**src/rtl/countdown_timer.sv**
```systemverilog
// countdown_timer: MM:SS BCD countdown to 00:00 with done pulse and timed alarm; AUTO_RELOAD_EN enables reload of the last loaded value
module countdown_timer #(
  parameter int TICKS_PER_SEC = 4,
  parameter int ALARM_TICKS = 40
) (
  input  logic       clk4,
  input  logic       reset,
  input  logic       load,
  input  logic [3:0] set_0,
  input  logic [3:0] set_1,
  input  logic [3:0] set_2,
  input  logic [3:0] set_3,
  input  logic       start,
  input  logic       pause,
  input  logic       clear,
  output logic [3:0] current_time_0,
  output logic [3:0] current_time_1,
  output logic [3:0] current_time_2,
  output logic [3:0] current_time_3,
  output logic       running,
  output logic       done,
  output logic       alarm
);
  localparam int TW = TICKS_PER_SEC > 1 ? $clog2(TICKS_PER_SEC) : 1;
  localparam int AW = ALARM_TICKS > 1 ? $clog2(ALARM_TICKS) : 1;
  typedef enum logic [1:0] {IDLE, RUN, PAUSE, DONE} state_t;
  state_t state, state_n;
  logic [0:3][3:0] cur, cur_n, ld, dec;
  logic [TW-1:0] tick, tick_n;
  logic [AW-1:0] alarm_cnt, alarm_cnt_n;
  logic running_n, done_n, alarm_n, wrap;
`ifdef AUTO_RELOAD_EN
  logic [0:3][3:0] saved, saved_n;
`endif
  assign current_time_0 = cur[0];
  assign current_time_1 = cur[1];
  assign current_time_2 = cur[2];
  assign current_time_3 = cur[3];
  assign wrap = tick == TW'(TICKS_PER_SEC - 1);
  // clamp the incoming digits and form the one-second decrement with its borrow chain
  always_comb begin
    ld[0] = set_0 > 4'd5 ? 4'd5 : set_0;
    ld[1] = set_1 > 4'd9 ? 4'd9 : set_1;
    ld[2] = set_2 > 4'd5 ? 4'd5 : set_2;
    ld[3] = set_3 > 4'd9 ? 4'd9 : set_3;
    dec[3] = cur[3] == 4'd0 ? 4'd9 : cur[3] - 4'd1;
    dec[2] = cur[3] != 4'd0 ? cur[2] : (cur[2] == 4'd0 ? 4'd5 : cur[2] - 4'd1);
    dec[1] = (cur[3] != 4'd0 || cur[2] != 4'd0) ? cur[1] : (cur[1] == 4'd0 ? 4'd9 : cur[1] - 4'd1);
    dec[0] = (cur[3] != 4'd0 || cur[2] != 4'd0 || cur[1] != 4'd0) ? cur[0] : (cur[0] == 4'd0 ? 4'd5 : cur[0] - 4'd1);
  end
  // next-state logic in priority order clear > load > start > pause > counting
  always_comb begin
    state_n = state;
    cur_n = cur;
    tick_n = tick;
    done_n = 1'b0;
    alarm_n = alarm && alarm_cnt != '0;
    alarm_cnt_n = alarm_cnt == '0 ? '0 : alarm_cnt - AW'(1);
`ifdef AUTO_RELOAD_EN
    saved_n = saved;
`endif
    if (clear) begin
      state_n = IDLE;
      cur_n = '0;
      tick_n = '0;
      alarm_n = 1'b0;
      alarm_cnt_n = '0;
    end else if (load && state != RUN) begin
      state_n = state == DONE ? IDLE : state;
      cur_n = ld;
      tick_n = '0;
      alarm_n = 1'b0;
      alarm_cnt_n = '0;
`ifdef AUTO_RELOAD_EN
      saved_n = ld;
`endif
    end else if (start && state != RUN && cur != '0) begin
      state_n = RUN;
    end else if (pause && state == RUN) begin
      state_n = PAUSE;
    end else if (state == RUN) begin
      tick_n = wrap ? '0 : tick + TW'(1);
      if (wrap && cur != '0) begin
        cur_n = dec;
        if (dec == '0) begin
          done_n = 1'b1;
          alarm_n = 1'b1;
          alarm_cnt_n = AW'(ALARM_TICKS - 1);
`ifdef AUTO_RELOAD_EN
          cur_n = saved;
          state_n = saved == '0 ? IDLE : RUN;
`else
          state_n = DONE;
`endif
        end
      end
    end
    running_n = state_n == RUN;
  end
  // state and datapath registers with synchronous reset
  always_ff @(posedge clk4) begin
    if (reset) begin
      state <= IDLE;
      cur <= '0;
      tick <= '0;
      alarm_cnt <= '0;
      running <= 1'b0;
      done <= 1'b0;
      alarm <= 1'b0;
`ifdef AUTO_RELOAD_EN
      saved <= '0;
`endif
    end else begin
      state <= state_n;
      cur <= cur_n;
      tick <= tick_n;
      alarm_cnt <= alarm_cnt_n;
      running <= running_n;
      done <= done_n;
      alarm <= alarm_n;
`ifdef AUTO_RELOAD_EN
      saved <= saved_n;
`endif
    end
  end
endmodule

```
**config.mk**
```make
export PLATFORM = sky130hd
export DESIGN_NAME = countdown_timer
export DESIGN_NICKNAME = d
export VERILOG_FILES = /design/src/rtl/countdown_timer.sv
export SDC_FILE = /design/constraint.sdc
export NUM_CORES = 1
export LEC_CHECK = 0
export BUFFER_PORTS_ARGS = -buffer_cell sky130_fd_sc_hd__buf_2
export CORE_AREA = 2 2 64 66
export DETAILED_ROUTE_END_ITERATION = 8
export DIE_AREA = 0 0 66 68
export PLACE_DENSITY = 0.67
export SLEW_MARGIN = 30
export SYNTH_ARGS = -nofsm -noshare
export SYNTH_HDL_FRONTEND = slang
export SYNTH_SLANG_ARGS = --single-unit
```
**constraint.sdc**
```tcl
create_clock -name clk4 -period 4.2 [get_ports clk4]
set_input_delay 0.84 -clock clk4 [delete_from_list [all_inputs] [get_ports clk4]]
set_output_delay 0.84 -clock clk4 [all_outputs]
set_load 0.05 [all_outputs]
```
==> metrics <==
worst path cell trace or4_4, or4_4, or4_4, nor3b_1; Netlist cell types 44; Buf/Inv on CP 0; DIE WIDTH 66 µm; Root Buffer clkbuf_8; flip-flop and latch count after synthesis 29; max_cap viols 0; slowest CP cell or4_4; Reg power frac 0.469; total grt overflow 0; Post-Syn Area roughly 0.0016 mm²; Adder-Cell Fraction of Synth Area 0.0231; ranking of synthesized cells by area dfxtp_1, o21ai_0, nor2_1; CTS buffer count 5; RePlAce Congestion 0.784; CP most frequent cell or4_4; wire length per cell 14.4 µm; mux cell area share after synthesis 0.0123; Peak VDD IR approximately 150 µV; crit-path leading delay family simple AND/OR/NAND/NOR gates; critical path class flop to flop; Final Cycle Share 0.563; top cells by count, synth dfxtp_1, o21ai_0, nor2_1; Max Root-Sink Buffers 2; total power 0.614 mW; P_sw 0.186 mW; cts repair resizes 0; async set-reset flop share out of synthesis 0; Post-Syn Area per Cell just over 8 µm²; Core Area 0.00386 mm²; io pins 41; DR vias/cell 5.79; largest fanout on the critical path 8; Die ar. 0.00449 mm²; CP arrival approximately 2.6 ns; Pwr Density around 310 mW/mm²; simple-gate portion of the synthesized area 0.331; Critical Path RT between 4 and 5 ns; First-pass DRT Iterations 5; relative slew slack 0.471; Initial Util 0.421; Tightest Pin Transition 0.792 ns; Final setup viols 0; # clock sinks 29; count leader, synth dfxtp_1; Fmax 423 MHz; Internal Power 0.429 mW; Final Skew between 0.006 and 0.007 ns; # DRC 0; Tmin final around 2.4 ns; fraction of layout cells with a size suffix above 1 0.265; Die Y-Extent 68 µm; Top FF cell, synth dfxtp_1; initial DRC count 62; Post-Synth XOR/XNOR Area 0.0162; post-CTS setup buffer count 0; Final Hold Viols 0; fin nets 262; CTS tree done; clk_lat worst skew 0.29 ns; post-route ant nets 0; area grow syn2layout 20.4%; RSZ-0062 raised after global routing false; first-pass GRT wire length 6920 µm; clock transition at the registers of the reported paths 0.07 ns; post-synthesis compound-gate area fraction 0.223; vias in the first global route approximately 1500; leading area contributor after synthesis dfxtp_1; CP max stage delay 0.58 ns; Setup crit start kind flop; Comb pwr share 0.157; post-synthesis sequential area ratio 0.358; power share of the clock group 0.373; HPWL Detailed 3050 µm; largest family of logic cells by synthesized area simple AND/OR/NAND/NOR gates; EDFF count, synth 0; PortBufs 40; status finished, final reports clean; HP Class flop to flop; CP Capture Type flop; Leak around 0.79 nW; initial antenna violation count 0; fin. max-slew vios 0; Syn. warnings 0; setup TNS 0 ns; post-synthesis instance total 196; share of the synthesized area in the top cell type 0.358; synthesized net count roughly 220; Hold Buf Count CTS 0; largest net degree at the start of global routing 19; # diodes 0; switch share 0.302; via count 1667; CTS H-tree depth 2; total track usage 0.205; final wirelength 4160 µm; row count 23
power by group through the flow:
stage | clock network (mW) | registers, mW | logic, mW
finish | 0.229 | 0.288 | 0.0966
global route | 0.248 | 0.290 | 0.106
CTS | 0.233 | 0.288 | 0.0965
detailed placement | 0 | 0.295 | 0.0963
global placement | 0 | 0.294 | 0.0956
floorplan | 0 | 0.310 | 0.0472
kinds of logic (layout without fill, tap and decap cells):
group	count (synthesis)	after routing
AOI/OAI and AO/OA	55	55
xor gates and xnor gates	3	3
DFF	29	29
adders and majority gates	3	3
muxes	2	2
buffers and inverters	14	56
and+or+nand+nor	90	90
layout by cell type, fill, tap and decap left out, types with 3 or more instances in the layout:
cell type  instances
nand2b_1           4
or3_1              7
nand4_1            5
nand2_1           13
nor4_1             4
inv_1              5
nand4b_1           3
buf_4              3
or4_1              7
nand3_1            5
or4_4              4
o21ai_0           18
nor3_1             5
nor2_1            17
a211o_1            3
nand3b_1           3
o31ai_1            5
clkbuf_8           5
a31oi_1           10
a21oi_1            4
a21oi_2            4
dfxtp_1           29
buf_2             40
ha_1               3
layout make-up:
| class | instances | area [µm²] |
|---|---|---|
| well taps | 50 | 62.6 |
| clock inverters | 3 | 17.5 |
| repair buffers | 43 | 223 |
| flip-flops and latches | 29 | 581 |
| fillers | 400 | 1900 |
| clock buffers | 5 | 68.8 |
| inverters | 5 | 18.8 |
| multi-input cells | 153 | 982 |
per-layer routing:
| layer | GRT usage | vias to the layer above | share of wire |
|---|---|---|---|
| li1 | - | 835 | - |
| met1 | 0.253 | 757 | 0.44 |
| met2 | 0.337 | 71 | 0.47 |
| met3 | 0.0592 | 4 | 0.085 |
| met4 | 0.0867 | 0 | 0.010 |
| met5 | 0 | - | 0 |
flip-flops by register name, indices dropped and copies added, names as in the netlist:
register        count
current_time_1      4
alarm               1
tick                2
running             1
current_time_0      4
current_time_3      4
alarm_cnt           6
state               2
done                1
current_time_2      4
tightest hold or removal path, stage by stage (launching register included):
cell and delay (ns):
dfxtp_1 0.31, nand2_1 0.07, a21oi_2 0.05
per-stage QoR:
| stage | setup slack (ns) | area, µm² | util | hold WS, ns | instances |
|---|---|---|---|---|---|
| 6_report | 1.84 | 1950 | 0.506 | 0.468 | 288 |
| 3_3_place_gp | 1.62 | 1870 | 0.484 | 0.453 | 280 |
| 4_1_cts | 1.84 | 1950 | 0.506 | 0.471 | 288 |
| 5_1_grt | 1.78 | 1950 | 0.506 | 0.482 | 288 |
| 3_5_place_dp | 1.58 | 1870 | 0.484 | 0.462 | 280 |
| 2_1_floorplan | 1.67 | 1620 | - | 0.457 | 196 |
final timing paths:
path / startpoint / end / slack [ns] / cells past startpoint
max: current_time_0[1] / alarm_cnt[4] / 1.84 / 4
min: alarm / alarm / 0.47 / 2
max reg2reg: current_time_0[1] / alarm_cnt[4] / 1.84 / 4
min reg2reg: alarm / alarm / 0.47 / 2
No activity file was read; power rests on OpenSTA's default activity.
